===== src/rtl/traffic_pkg.sv =====
// Shared definitions for the multi-approach traffic controller.
// Holds the car and walker lamp encodings, the controller state enum and
// a helper that sizes the approach-index bus.
package traffic_pkg;

    // Car lamp nibble per approach
    localparam logic [3:0] C_NONE   = 4'b0000;
    localparam logic [3:0] C_GREEN  = 4'b0001;
    localparam logic [3:0] C_LEFT   = 4'b0010;
    localparam logic [3:0] C_YELLOW = 4'b0100;
    localparam logic [3:0] C_RED    = 4'b1000;

    // Walker lamp pair per approach
    localparam logic [1:0] W_NONE  = 2'b00;
    localparam logic [1:0] W_GREEN = 2'b01;
    localparam logic [1:0] W_RED   = 2'b10;

    typedef enum logic [2:0] {
        ST_IDLE,
        ST_GREEN,
        ST_YEL1,
        ST_LEFT,
        ST_YEL2,
        ST_ALLRED,
        ST_NFLASH
    } state_e;

    // Width of the approach index; never narrower than one bit.
    function automatic int app_w(input int n);
        return (n > 1) ? $clog2(n) : 1;
    endfunction

endpackage


===== src/rtl/traffic_phase_timer.sv =====
// Phase down-counter for the traffic controller.
// Ports:
//   clk, rst       clock, async active-high reset (count -> 0)
//   load_i         load load_val_i this cycle (has priority over tick)
//   load_val_i     value loaded on phase entry (phase length - 1)
//   tick_i         timing strobe; count decrements on it, saturating at 0
//   value_o        current count (ticks left in the phase)
//   zero_o         count is zero: the next tick ends the phase
module traffic_phase_timer #(
    parameter int TMR_W = 8
) (
    input  logic             clk,
    input  logic             rst,
    input  logic             load_i,
    input  logic [TMR_W-1:0] load_val_i,
    input  logic             tick_i,
    output logic [TMR_W-1:0] value_o,
    output logic             zero_o
);

    logic [TMR_W-1:0] cnt_q, cnt_d;

    always_comb begin
        cnt_d = cnt_q;
        if (load_i)
            cnt_d = load_val_i;
        else if (tick_i && (cnt_q != '0))
            cnt_d = cnt_q - TMR_W'(1);
    end

    always_ff @(posedge clk or posedge rst) begin
        if (rst) cnt_q <= '0;
        else     cnt_q <= cnt_d;
    end

    assign value_o = cnt_q;
    assign zero_o  = (cnt_q == '0);

endmodule


===== src/rtl/traffic_ctrl_multi.sv =====
// N-approach round-robin intersection controller.
// Each approach runs GREEN -> YELLOW -> (LEFT -> YELLOW if enabled) -> ALL-RED,
// with pedestrian service during the served approach's green and a night
// flashing-yellow mode entered at the end of an all-red phase.
// Ports:
//   clk, reset         clock, async active-high reset
//   i_start            run enable; low forces IDLE and blanks every output
//   i_tick             timing strobe; phases advance only on it
//   i_night            request night flash mode
//   i_ped_req          per-approach pedestrian button (level or pulse)
//   o_car_traffic      4 bits per approach: GREEN/LEFT/YELLOW/RED one-hot
//   o_walker_traffic   2 bits per approach: RED 10, GREEN 01, NONE 00
//   o_app              active approach index
//   o_remain           ticks left in the current phase
module traffic_ctrl_multi
    import traffic_pkg::*;
#(
    parameter int             N_APP     = 2,
    parameter int             TMR_W     = 8,
    parameter int             T_GREEN   = 20,
    parameter int             T_YELLOW  = 2,
    parameter int             T_LEFT    = 10,
    parameter int             T_ALLRED  = 2,
    parameter int             T_WALK    = 8,
    parameter int             T_FLASH   = 6,
    parameter logic [N_APP-1:0] LEFT_MASK = {N_APP{1'b1}}
) (
    input  logic                       clk,
    input  logic                       reset,
    input  logic                       i_start,
    input  logic                       i_tick,
    input  logic                       i_night,
    input  logic [N_APP-1:0]           i_ped_req,
    output logic [4*N_APP-1:0]         o_car_traffic,
    output logic [2*N_APP-1:0]         o_walker_traffic,
    output logic [app_w(N_APP)-1:0]    o_app,
    output logic [TMR_W-1:0]           o_remain
);

    localparam int               AW        = app_w(N_APP);
    localparam logic [AW-1:0]    APP_LAST  = AW'(N_APP - 1);
    localparam logic [TMR_W-1:0] LD_GREEN  = TMR_W'(T_GREEN - 1);
    localparam logic [TMR_W-1:0] LD_YELLOW = TMR_W'(T_YELLOW - 1);
    localparam logic [TMR_W-1:0] LD_LEFT   = TMR_W'(T_LEFT - 1);
    localparam logic [TMR_W-1:0] LD_ALLRED = TMR_W'(T_ALLRED - 1);
    localparam logic [TMR_W-1:0] WALK_END  = TMR_W'(T_WALK);
    localparam logic [TMR_W-1:0] FLASH_END = TMR_W'(T_WALK + T_FLASH);

    state_e           state_q, state_d;
    logic [AW-1:0]    app_q, app_d, app_nxt;
    logic             first_q, first_d;     // next GREEN restarts at approach 0
    logic             flash_q, flash_d;
    logic             served_q, served_d;   // current green carries a ped service
    logic [N_APP-1:0] ped_q, ped_d;

    logic             tmr_load, tmr_zero, phase_end;
    logic [TMR_W-1:0] tmr_val, tmr_value;

    traffic_phase_timer #(.TMR_W(TMR_W)) u_timer (
        .clk        (clk),
        .rst        (reset),
        .load_i     (tmr_load),
        .load_val_i (tmr_val),
        .tick_i     (i_tick),
        .value_o    (tmr_value),
        .zero_o     (tmr_zero)
    );

    assign phase_end = i_tick && tmr_zero;
    assign app_nxt   = (first_q || (app_q == APP_LAST)) ? '0 : app_q + AW'(1);

    always_comb begin
        state_d  = state_q;
        app_d    = app_q;
        first_d  = first_q;
        flash_d  = flash_q;
        served_d = served_q;
        ped_d    = ped_q | i_ped_req;
        tmr_load = 1'b0;
        tmr_val  = '0;
        if (!i_start) begin
            state_d  = ST_IDLE;
            flash_d  = 1'b0;
            served_d = 1'b0;
            tmr_load = 1'b1;
        end else begin
            case (state_q)
                ST_IDLE: begin
                    state_d  = ST_ALLRED;
                    app_d    = '0;
                    first_d  = 1'b1;
                    tmr_load = 1'b1;
                    tmr_val  = LD_ALLRED;
                end
                ST_GREEN: if (phase_end) begin
                    state_d  = ST_YEL1;
                    served_d = 1'b0;
                    tmr_load = 1'b1;
                    tmr_val  = LD_YELLOW;
                end
                ST_YEL1: if (phase_end) begin
                    tmr_load = 1'b1;
                    if (LEFT_MASK[app_q]) begin
                        state_d = ST_LEFT;
                        tmr_val = LD_LEFT;
                    end else begin
                        state_d = ST_ALLRED;
                        tmr_val = LD_ALLRED;
                    end
                end
                ST_LEFT: if (phase_end) begin
                    state_d  = ST_YEL2;
                    tmr_load = 1'b1;
                    tmr_val  = LD_YELLOW;
                end
                ST_YEL2: if (phase_end) begin
                    state_d  = ST_ALLRED;
                    tmr_load = 1'b1;
                    tmr_val  = LD_ALLRED;
                end
                ST_ALLRED: if (phase_end) begin
                    tmr_load = 1'b1;
                    if (i_night) begin
                        state_d = ST_NFLASH;
                        flash_d = 1'b0;
                    end else begin
                        state_d  = ST_GREEN;
                        app_d    = app_nxt;
                        first_d  = 1'b0;
                        tmr_val  = LD_GREEN;
                        // A press in this very cycle is folded into this service.
                        served_d = ped_d[app_nxt];
                        ped_d[app_nxt] = 1'b0;
                    end
                end
                ST_NFLASH: if (i_tick) begin
                    if (!i_night) begin
                        state_d  = ST_ALLRED;
                        app_d    = '0;
                        first_d  = 1'b1;
                        flash_d  = 1'b0;
                        tmr_load = 1'b1;
                        tmr_val  = LD_ALLRED;
                    end else begin
                        flash_d = ~flash_q;
                    end
                end
                default: state_d = ST_IDLE;
            endcase
        end
    end

    always_ff @(posedge clk or posedge reset) begin
        if (reset) begin
            state_q  <= ST_IDLE;
            app_q    <= '0;
            first_q  <= 1'b0;
            flash_q  <= 1'b0;
            served_q <= 1'b0;
            ped_q    <= '0;
        end else begin
            state_q  <= state_d;
            app_q    <= app_d;
            first_q  <= first_d;
            flash_q  <= flash_d;
            served_q <= served_d;
            ped_q    <= ped_d;
        end
    end

    // ---- output decode ----
    logic [N_APP-1:0][3:0] car;
    logic [N_APP-1:0][1:0] wlk;
    logic [TMR_W-1:0]      elapsed, fl_diff;
    logic [3:0]            colour;
    logic [1:0]            walk_lamp;
    logic                  active;

    assign active  = i_start && (state_q != ST_IDLE);
    // Green elapsed ticks derived from the down-counter.
    assign elapsed = LD_GREEN - tmr_value;
    assign fl_diff = elapsed - WALK_END;

    always_comb begin
        colour = C_YELLOW;
        case (state_q)
            ST_GREEN: colour = C_GREEN;
            ST_LEFT:  colour = C_LEFT;
            default:  colour = C_YELLOW;
        endcase
        walk_lamp = W_RED;
        if (elapsed < WALK_END)       walk_lamp = W_GREEN;
        else if (elapsed < FLASH_END) walk_lamp = fl_diff[0] ? W_NONE : W_GREEN;
        car = '0;
        wlk = '0;
        if (active) begin
            for (int k = 0; k < N_APP; k++) begin
                car[k] = C_RED;
                wlk[k] = W_RED;
                if (state_q == ST_NFLASH) begin
                    car[k] = flash_q ? C_YELLOW : C_NONE;
                    wlk[k] = W_NONE;
                end else if (state_q != ST_ALLRED && app_q == AW'(k)) begin
                    car[k] = colour;
                    if (state_q == ST_GREEN && served_q) wlk[k] = walk_lamp;
                end
            end
        end
    end

    assign o_car_traffic    = car;
    assign o_walker_traffic = wlk;
    assign o_app            = active ? app_q : '0;
    assign o_remain         = active ? tmr_value : '0;

endmodule

===== config.mk =====
export PLATFORM = sky130hd
export DESIGN_NAME = traffic_ctrl_multi
export DESIGN_NICKNAME = d
export VERILOG_FILES = /design/src/rtl/traffic_pkg.sv /design/src/rtl/traffic_phase_timer.sv /design/src/rtl/traffic_ctrl_multi.sv
export SDC_FILE = /design/constraint.sdc
export NUM_CORES = 1
export LEC_CHECK = 0
export CAP_MARGIN = 40
export CORE_UTILIZATION = 44
export DETAILED_ROUTE_END_ITERATION = 16
export GPL_TIMING_DRIVEN = 1
export PLACE_DENSITY = 0.7
export SLEW_MARGIN = 20
export SYNTH_ARGS = -nofsm -noshare
export SYNTH_HDL_FRONTEND = slang
export SYNTH_SLANG_ARGS = --single-unit

===== constraint.sdc =====
create_clock -name clk -period 2.51 [get_ports clk]
set_input_delay 0.502 -clock clk [delete_from_list [all_inputs] [get_ports clk]]
set_output_delay 0.502 -clock clk [all_outputs]
set_load 0.005 [all_outputs]

==> results of run 1 <==
cell usage after synthesis (all sizes together), types with 2 or more instances:
cell type	n	area [µm²]
o41ai	2	17.5
nand4	5	31.3
a21boi	2	15.0
inv	12	45.0
o22a	2	17.5
and3b	2	17.5
or4b	2	23.8
o32a	2	21.3
xor2	2	17.5
nor2b	3	18.8
and2	9	57.6
a21oi	12	60.1
buf	2	18.8
dfrtp	17	425
and3	2	12.5
nor4	2	12.5
a31oi	5	31.3
a211oi	2	15.0
o31ai	2	15.0
nand2	17	63.8
nor3	9	56.3
clkbuf	12	45.0
o32ai	2	17.5
nand3	7	47.6
nor2	25	96.4
mux2i	4	40.0
xnor2	3	26.3
ha	5	62.6
o21ai	14	70.1
how the worst min path moves through the flow:
stage	from	to	slack, ns	depth (start not counted)
6_report	ped_q[1]$_DFF_PP0_	ped_q[1]$_DFF_PP0_	0.52	2
5_1_grt	first_q$_DFFE_PP0P_	first_q$_DFFE_PP0P_	0.54	2
4_1_cts	first_q$_DFFE_PP0P_	first_q$_DFFE_PP0P_	0.52	2
3_5_place_dp	first_q$_DFFE_PP0P_	first_q$_DFFE_PP0P_	0.50	2
3_3_place_gp	first_q$_DFFE_PP0P_	first_q$_DFFE_PP0P_	0.49	2
2_1_floorplan	reset	app_q$_DFFE_PP0P_	0.43	1
cell usage in the layout (no fill, tap or decap), drive strengths merged, types with 2 or more instances in the layout:
cell type,n
a211oi,2
a21boi,2
a21oi,12
a31oi,5
and2,9
and3,2
and3b,2
buf,33
clkbuf,8
clkdlybuf4s50,18
dfrtp,17
dlymetal6s2s,4
ha,5
inv,12
mux2i,4
nand2,17
nand3,7
nand4,5
nor2,25
nor2b,3
nor3,9
nor4,2
o21ai,14
o22a,2
o31ai,2
o32a,2
o32ai,2
o41ai,2
or4b,2
xnor2,3
xor2,2
critical path, delay by kind of cell (launching register included):
| kind | cells | cell delay (ns) |
|---|---|---|
| buffers and inverters | 3 | 0.75 |
| flip-flops | 1 | 0.45 |
| AO/OA/AOI/OAI | 1 | 0.30 |
| AND/OR/NAND/NOR | 1 | 0.15 |
flip-flops by register name, summed over array words and instances, names as in the netlist:
name             flops
first_q              1
ped_q                2
served_q             1
u_timer.value_o      8
app_q                1
state_q              3
flash_q              1
cells by family (layout without fill, tap and decap cells):
kind of cell               count (synthesis)  after routing  synth area share [%]
buffers and inverters                     27             77                  7.35
DFF                                       17             17                  27.8
and+or+nand+nor                           88             88                  31.6
xor gates and xnor gates                   5              5                  2.86
AOI/OAI and AO/OA                         55             55                  23.7
muxes                                      4              4                  2.61
adders and majority gates                  5              5                  4.08
power breakdown:
part           internal (µW)  switching [µW]  leakage [µW]
sequential               346            85.9      0.000211
clock                   62.0            94.6     0.0000150
combinational            787             874      0.000730
metrics by stage:
| step | instances | total power [µW] |
|---|---|---|
| 3_5_place_dp | 284 | 1880 |
| 5_1_grt | 297 | 2430 |
| 3_3_place_gp | 284 | 1850 |
| 2_1_floorplan | 201 | 1390 |
| 4_1_cts | 292 | 2100 |
| 6_report | 297 | 2250 |
final cells by class:
cell class / count / area (µm²) / area share, %
sequential: 17 / 429 / 20.0
clock buffer: 4 / 26.3 / 1.22
timing repair buffer: 60 / 541 / 25.1
inverter: 13 / 48.8 / 2.27
tap: 46 / 57.6 / 2.68
multi-input combinational: 157 / 1050 / 48.7
what timing repair did:
item | in CTS | in global routing
buffers inserted | 4 | 4
resized for setup | 14 | 26
cloned | 0 | 1
endpoints found under the setup margin | 20 | 15
pin swaps | 2 | 3
per-layer routing:
metal	wire, µm	up-vias	GRT usage [%]
met1	2070	833	32.6
met2	2310	44	43.2
met3	155	6	2.77
met5	0	-	0
li1	-	823	-
met4	42	0	9.09
==> results.ini, run 1 <==
[cells_and_area]
drive_above_1_share_pct = 24.7
finish.instance_area_um2 = 2150
final_util_pct = 64.4
layout.nets = 264
syn_to_final_growth_pct = 40.4
insertedDiodeCount = 0
nFillCells = 304

[cts]
h-tree-depth = 1
clock_path_buffers = 2
clockRootBuffer = clkbuf_4
cts.sinks = 17
numCtsBuffers = 3
clk_latency_ns = 0.30
cts_tree = done
ctsHoldBuffers = 0
path_clk_slew_ns = 0.11

[logic_synthesis]
syn_area_per_cell_um2 = 7.62
syn-cell-area_um2 = 1530
ys_types = 53
synth-edff-count = 0
yosysSeqAreaShare_pct = 27.8
ys.flop_type = dfrtp_1
synthCells = 201
synth_nets = 213
synth-seq-cells = 17
synthArstFlopShare_pct = 100
yosys_warnings = 0

[sta]
slew_headroom_pct = 52.7
finalHoldViolCount = 0
whs_ns = 0.521
clock.fmax_ghz = 0.407
slew_violations = 0
period_minus_slack_ns = 2.46
tightest_slew_ns = 0.708
fin_setup_tns_ns = 0
grt_setup_unrepaired = true
final.period_utilization_pct = 97.8
skew_ns = 0.00169
final.setup.worst_slack_ns = 0.0547
finalSetupViolations = 0

[placement]
hpwl_um = 3320
place_congestion = 0.848
io_buffers = 27
pre_cts_slack_ns = -0.111
placed_area_um2 = 1980

[detailed_routing]
drt_iter0_drc = 120
finalWirelength_um = 4580
vias_per_cell = 5.74
first_pass_iters = 4
ant_nets = 0
vias = 1706
drc = 0
wl_per_cell_um = 15.4

[worst_setup_path]
start_kind = register
path_cells = buf_12 -> o31a_1 -> buf_4 -> and2_1 -> clkdlybuf4s50_1
slowest_delay_ns = 0.45
slowest_stage = dfrtp_2
cp.required_ns = 2.01
cp-end-kind = output port
r2r-start = u_timer.value_o[3]$_DFFE_PP0P_
critPathArrivalTime_ns = 1.95
r2r_cells = 8
crit_type = reg2out
ff2ff_setup_slack_ns = 0.36
crit-reg2reg-capture = u_timer.value_o[4]$_DFFE_PP0P_
worstPathMaxFanout = 12
endpoint = o_remain[1]
critPathLaunch = state_q[0]$_DFFE_PP0P_

[global_route]
antenna_found_initial = 0
grt_pass1_vias = 1521
grt_pass1_wl_um = 6930
gr-total-overflow = 0
grt_start_max_net_pins = 25
grt.total_usage_pct = 25.2

[pwr]
p_per_area_nw_per_um2 = 1050
p_leak_uw = 0.000955
peakVddDrop_mv = 0.473

[floorplan]
start_util_pct = 45.9
die_width_um = 61.0
rows = 21
die_h_um = 61.0
core_um2 = 3340
pin_count = 28
die_area_um2 = 3720

[run_status]
status = finished, final reports clean

[run]
cap_violations = 0

[worst_hold_path]
hold_class = reg2reg

Power figures use the tool's default switching activity.
==> run 2, diff against run 1 <==
--- a/config.mk
+++ b/config.mk
@@ -7,8 +7,10 @@
 export LEC_CHECK = 0
 export CAP_MARGIN = 40
 export CORE_UTILIZATION = 44
+export CTS_BUF_LIST = sky130_fd_sc_hd__clkbuf_4
 export DETAILED_ROUTE_END_ITERATION = 16
 export GPL_TIMING_DRIVEN = 1
+export HOLD_SLACK_MARGIN = 0.02
 export PLACE_DENSITY = 0.7
 export SLEW_MARGIN = 20
 export SYNTH_ARGS = -nofsm -noshare
==> constraint.sdc (replaced) <==
create_clock -name clk -period 2.9 [get_ports clk]
set_input_delay 0.58 -clock clk [delete_from_list [all_inputs] [get_ports clk]]
set_output_delay 0.58 -clock clk [all_outputs]
set_load 0.005 [all_outputs]
==> run 2 against run 1 <==
- via count decreased by 6.5%
- clock power decreased by 9.6%
- combinational power decreased by 27%
- die area unchanged
- worst setup slack improved by 0.025 ns
- final cell count decreased by 5.4%
- cell area decreased by 8.3%
- sequential cell count unchanged
- sequential power decreased by 9.7%
- largest power group unchanged
==> results.ini, run 2 (synthesis results as in run 1) <==
[run_status]
status = finished, final reports clean

[worst_setup_path]
slowest_delay_ns = 0.54  ; +0.09 ns
r2r-start = u_timer.value_o[0]$_DFFE_PP0P_
path_cells = or3_4 -> mux2i_2 -> nand4_1 -> nor3_1 -> clkdlybuf4s50_1
cp_num_buf_inv = 1  ; -2
cp.required_ns = 2.32  ; +0.31 ns
start_kind = register
critPathArrivalTime_ns = 2.24  ; +0.29 ns
r2r_cells = 7  ; -1
worstPathMaxFanout = 4  ; -8
crit_type = reg2out
crit-reg2reg-capture = u_timer.value_o[4]$_DFFE_PP0P_
critical_path.top_delay_family = simple AND/OR/NAND/NOR gates
slowest_stage = clkdlybuf4s50_1
cp-end-kind = output port
ff2ff_setup_slack_ns = 0.75  ; +0.39 ns

[sta]
clock.fmax_ghz = 0.355
grt_setup_unrepaired = true
finalSetupViolations = 0  ; unchanged
whs_ns = 0.513  ; -0.00844 ns
slew_headroom_pct = 53.6  ; +0.86 points
tightest_slew_ns = 0.695  ; -0.0130 ns
period_minus_slack_ns = 2.82
finalHoldViolCount = 0  ; unchanged
final.period_utilization_pct = 97.3
final.setup.worst_slack_ns = 0.0797  ; +0.0250 ns
slew_violations = 0  ; unchanged
fin_setup_tns_ns = 0  ; unchanged
skew_ns = 0.0102  ; +0.00854 ns

[global_route]
grt_pass1_vias = 1410  ; -7.3%
grt.total_usage_pct = 23.9  ; -1.3 points
antenna_found_initial = 0  ; unchanged
grt_start_max_net_pins = 18  ; -28%
gr-total-overflow = 0  ; unchanged
grt_pass1_wl_um = 6580  ; -5.1%

[pwr]
peakVddDrop_mv = 0.387  ; -18%
p_per_area_nw_per_um2 = 891  ; -15%
finalPower_uw = 1760  ; -22%
p_leak_uw = 0.000785  ; -18%

[placement]
io_buffers = 27  ; unchanged
hpwl_um = 3100  ; -6.5%
pre_cts_slack_ns = 0.156  ; +0.267 ns
place_congestion = 0.842  ; -0.63%

[cts]
numCtsBuffers = 3  ; unchanged
ctsHoldBuffers = 0  ; unchanged
cts.sinks = 17  ; unchanged
h-tree-depth = 1  ; unchanged
clock_path_buffers = 2  ; unchanged
cts_tree = done
clk_latency_ns = 0.30  ; about the same
clockRootBuffer = clkbuf_4
path_clk_slew_ns = 0.11  ; about the same

[run]
cap_violations = 0  ; unchanged

[floorplan]
die_area_um2 = 3720  ; unchanged
pin_count = 28  ; unchanged
start_util_pct = 45.9  ; unchanged
core_um2 = 3340  ; unchanged
rows = 21  ; unchanged
die_h_um = 61.0  ; unchanged
die_width_um = 61.0  ; unchanged

[cells_and_area]
largest_reg_flops = 8  ; unchanged
syn_to_final_growth_pct = 28.8
final_util_pct = 59.1  ; -5.3 points
layout_common_cells = clkdlybuf4s50_1 (27), nor2_1 (24), nand2_1 (17), buf_4 (17), dfrtp_1 (14)
drive_above_1_share_pct = 15.3  ; -9.4 points
layout.nets = 248  ; -6.1%
insertedDiodeCount = 0  ; unchanged
layout_commonest_cell = clkdlybuf4s50_1
nFillCells = 319  ; +4.9%

[detailed_routing]
first_pass_iters = 4  ; unchanged
wl_per_cell_um = 14.9  ; -3.1%
vias = 1595  ; -6.5%
finalWirelength_um = 4200  ; -8.3%
ant_nets = 0  ; unchanged
drc = 0  ; unchanged
vias_per_cell = 5.68  ; -1.2%
drt_iter0_drc = 85  ; -29%

[worst_hold_path]
worstHoldStart = first_q$_DFFE_PP0P_
hold_class = reg2reg
worstHoldPathCells = 2  ; unchanged
hold_end = first_q$_DFFE_PP0P_

run 2: cell types whose count changed in the layout (fill, tap and decap cells not counted), moves of 2 or more:
cell | previous run | this run
buf_4 | 30 | 17
clkdlybuf4s50_1 | 18 | 27
dlymetal6s2s_1 | 4 | 0
clkbuf_2 | 3 | 0
nor2_1 | 22 | 24
nor2_2 | 3 | 1
nor2b_1 | 1 | 3
nor2b_2 | 2 | 0
nor3_1 | 6 | 8
nor3_2 | 2 | 0
run 2: repair_timing:
item	CTS	global route
setup buffers	5	0
hold endpoints to repair	0	0
setup endpoints to repair	2	4
gates resized for setup	2	6
cloned	0	0
pin swaps	1	0
run 2: final cells by class:
| type | count | area [µm²] | area share, % |
|---|---|---|---|
| inverter | 13 | 48.8 | 2.47 |
| tap | 46 | 57.6 | 2.92 |
| timing repair buffer | 44 | 398 | 20.2 |
| sequential | 17 | 429 | 21.8 |
| multi-input combinational | 157 | 1010 | 51.1 |
| clock buffer | 4 | 30.0 | 1.52 |
run 2: worst max path at each step:
stage / from / to / cells past startpoint
detailed placement: i_start / o_walker_traffic[2] / 5
global route: u_timer.value_o[2]$_DFFE_PP0P_ / o_walker_traffic[0] / 7
finish: u_timer.value_o[5]$_DFFE_PP0P_ / o_walker_traffic[2] / 5
global placement: i_start / o_walker_traffic[2] / 5
floorplan: state_q[1]$_DFFE_PP0P_ / o_car_traffic[2] / 7
CTS: u_timer.value_o[7]$_DFFE_PP0P_ / o_walker_traffic[2] / 5
run 2: worst reg2reg max path, cell delays in order, from the launching register on:
cell and delay, ns:
dfrtp_1 0.45, inv_1 0.14, ha_1 0.21, and3b_1 0.32, nand3_4 0.13, or4b_4 0.58
a21boi_1 0.16, o21a_1 0.12
run 2: where the power goes:
part           total (µW)  switching [µW]  internal, µW  leakage, µW
clock                 142            79.2          62.9    0.0000184
combinational        1220             673           552     0.000557
sequential            390            91.2           299     0.000210
run 2: per-layer routing:
metal	up-vias	track usage (%)	part of all wire (%)
met5	-	0	0
met3	4	4.05	4.3
met2	46	40.7	51
met4	0	5.52	0.79
met1	752	31.7	44
li1	793	-	-
run 2: metrics by stage:
step,cell area (µm²),instances
floorplan,1530,201
global placement,1890,272
detailed placement,1890,272
CTS,1960,281
global route,1970,281
finish,1970,281
==> run 3, diff against run 2 <==
--- a/config.mk
+++ b/config.mk
@@ -6,12 +6,14 @@
 export NUM_CORES = 1
 export LEC_CHECK = 0
 export CAP_MARGIN = 40
+export CORE_ASPECT_RATIO = 1.2
 export CORE_UTILIZATION = 44
 export CTS_BUF_LIST = sky130_fd_sc_hd__clkbuf_4
 export DETAILED_ROUTE_END_ITERATION = 16
 export GPL_TIMING_DRIVEN = 1
 export HOLD_SLACK_MARGIN = 0.02
 export PLACE_DENSITY = 0.7
+export SKIP_LAST_GASP = 1
 export SLEW_MARGIN = 20
 export SYNTH_ARGS = -nofsm -noshare
 export SYNTH_HDL_FRONTEND = slang
==> run 3 against run 2 <==
- final cell count shrank 3.2%
- first-iteration DRC count down 4.7%
- clock power barely moved
- combinational power grew 4%
- worst hold slack better by 0.0082 ns
- critical path depth is the same
- fmax shrank 1.3%
- routed wire length increased by 6.6%
- clock skew shrank 0.00054 ns
- sequential power barely moved
- sequential cell count did not move
- critical path type is now in2out
==> results.ini, run 3 (synthesis results as in run 1) <==
[sta]
slew_headroom_pct = 51.8  ; -1.8 points
finalSetupViolations = 0  ; unchanged
finalHoldViolCount = 0  ; unchanged
grt_setup_unrepaired = true
whs_ns = 0.521  ; +0.00817 ns
fin_setup_tns_ns = 0  ; unchanged
tightest_slew_ns = 0.723  ; +0.0275 ns
period_minus_slack_ns = 2.86  ; +0.0369 ns
final.period_utilization_pct = 98.5  ; +1.3 points
clock.fmax_ghz = 0.350  ; -1.3%
skew_ns = 0.00968  ; -0.000544 ns
slew_violations = 0  ; unchanged
final.setup.worst_slack_ns = 0.0429  ; -0.0369 ns

[worst_setup_path]
crit_type = in2out
cp-end-kind = output port
cp.required_ns = 2.32  ; about the same
start_kind = primary input
r2r-start = u_timer.value_o[0]$_DFFE_PP0P_
worstPathMaxFanout = 7  ; +3
ff2ff_setup_slack_ns = 0.72  ; -0.03 ns
r2r_cells = 7  ; unchanged
critPathArrivalTime_ns = 2.28  ; +0.04 ns
crit-reg2reg-capture = u_timer.value_o[4]$_DFFE_PP0P_

[worst_hold_path]
worstHoldStart = first_q$_DFFE_PP0P_
hold_class = reg2reg
hold_end = first_q$_DFFE_PP0P_
worstHoldPathCells = 2  ; unchanged

[cells_and_area]
insertedDiodeCount = 0  ; unchanged
layout_commonest_cell = clkdlybuf4s50_1
largest_reg_flops = 8  ; unchanged
syn_to_final_growth_pct = 29.9
drive_above_1_share_pct = 18.3  ; +3.0 points
layout.nets = 248  ; unchanged
layout_common_cells = clkdlybuf4s50_1 (25), nor2_1 (24), nand2_1 (17), buf_4 (17)

[run_status]
status = finished, final reports clean

[pwr]
peakVddDrop_mv = 0.623  ; +61%
netSwitchingFraction_pct = 49.5  ; +1.4 points
seqPwrFrac_pct = 21.6  ; -0.6 points
clkPwrFrac_pct = 8.0  ; about the same
share_comb_of_total_power_pct = 70.3  ; +0.6 points
p_int_uw = 910  ; -0.36%
p_per_area_nw_per_um2 = 905  ; +1.6%
p_switching_uw = 890  ; +5.6%
finalPower_uw = 1800  ; +2.5%
p_leak_uw = 0.000815  ; +3.9%

[floorplan]
start_util_pct = 45.9  ; about the same
pin_count = 28  ; unchanged
die_width_um = 55.9  ; -8.4%
core_um2 = 3340  ; about the same
rows = 23  ; +9.5%
die_area_um2 = 3720  ; about the same
die_h_um = 66.6  ; +9.2%

[detailed_routing]
drt_iter0_drc = 81  ; -4.7%
drc = 0  ; unchanged
wl_per_cell_um = 16.5  ; +10%
first_pass_iters = 4  ; unchanged
finalWirelength_um = 4480  ; +6.6%
vias = 1625  ; +1.9%
ant_nets = 0  ; unchanged
vias_per_cell = 5.97  ; +5.3%

[run]
cap_violations = 0  ; unchanged

[cts]
clockRootBuffer = clkbuf_4
cts.sinks = 17  ; unchanged
numCtsBuffers = 3  ; unchanged
clk_latency_ns = 0.32  ; +0.02 ns
cts_tree = done
h-tree-depth = 1  ; unchanged
clock_path_buffers = 2  ; unchanged
path_clk_slew_ns = 0.12  ; about the same
ctsHoldBuffers = 0  ; unchanged

[placement]
hpwl_um = 3240  ; +4.6%
place_congestion = 0.843  ; about the same
pre_cts_slack_ns = 0.0524  ; -0.103 ns
io_buffers = 27  ; unchanged

[global_route]
gr-total-overflow = 0  ; unchanged
grt_pass1_vias = 1593  ; +13%
grt.total_usage_pct = 25.4  ; +1.5 points
grt_pass1_wl_um = 7360  ; +12%
antenna_found_initial = 0  ; unchanged
grt_start_max_net_pins = 18  ; unchanged

run 3: cell count changes in the layout (fill, tap and decap cells not counted), moves of 2 or more:
| cell | before | now |
|---|---|---|
| clkdlybuf4s50_1 | 27 | 25 |
| dlymetal6s2s_1 | 0 | 2 |
| inv_1 | 12 | 9 |
| inv_2 | 0 | 3 |
| nor3_1 | 8 | 6 |
| nor3_2 | 0 | 2 |
run 3: power by group through the flow:
stage | Sequential [µW] | Combinational, µW | Clock [µW]
5_1_grt | 399 | 1390 | 152
4_1_cts | 381 | 1230 | 147
3_5_place_dp | 408 | 1140 | 0
3_3_place_gp | 402 | 1120 | 0
6_report | 389 | 1270 | 145
2_1_floorplan | 358 | 842 | 0
run 3: stage by stage:
| step | cell area [µm²] | std cells | util, % |
|---|---|---|---|
| 6_report | 1990 | 272 | 59.6 |
| 3_5_place_dp | 1870 | 262 | 55.9 |
| 2_1_floorplan | 1530 | 201 | - |
| 5_1_grt | 1990 | 272 | 59.6 |
| 3_3_place_gp | 1870 | 262 | 55.9 |
| 4_1_cts | 1940 | 271 | 58.2 |
run 3: layout make-up:
cell class	count	area, µm²
Multi-Input combinational cell	157	1030
Clock buffer	3	22.5
Inverter	13	48.8
Tap cell	37	46.3
Clock inverter	1	5.00
Timing Repair Buffer	44	403
Sequential cell	17	430
Fill cell	320	1350
run 3: critical path: stages:
cell and delay [ns]:
clkdlybuf4s50_1 0.62, buf_4 0.22, nand2_1 0.10, nor3_1 0.21, clkdlybuf4s50_1 0.55
run 3: what timing repair did:
action | 4_1_cts | 5_1_grt
hold endpoints to repair | 0 | 0
gates resized for setup | 6 | 12
buffers inserted | 5 | 1
setup endpoints to repair | 4 | 4
gates cloned | 0 | 0
pin swaps | 0 | 2
run 3: worst max path at each step:
stage / start / to / slack [ns] / cells after the start
2_1_floorplan: state_q[1]$_DFFE_PP0P_ / o_car_traffic[2] / 0.89 / 7
3_3_place_gp: i_start / o_walker_traffic[2] / 0.11 / 5
3_5_place_dp: i_start / o_walker_traffic[0] / 0.05 / 5
4_1_cts: u_timer.value_o[3]$_DFFE_PP0P_ / o_walker_traffic[0] / 0.01 / 7
5_1_grt: u_timer.value_o[2]$_DFFE_PP0P_ / o_walker_traffic[1] / -0.04 / 7
6_report: i_start / o_car_traffic[0] / 0.04 / 5
run 3: routing by layer:
layer / wire, µm / vias to the layer above / share of wire (%) / global-route usage (%)
met3: 201 / 9 / 4.5 / 2.72
li1: - / 796 / - / -
met5: 0 / - / 0 / 0
met4: 93 / 0 / 2.1 / 13.4
met2: 2320 / 53 / 52 / 46.7
met1: 1860 / 767 / 42 / 29.2
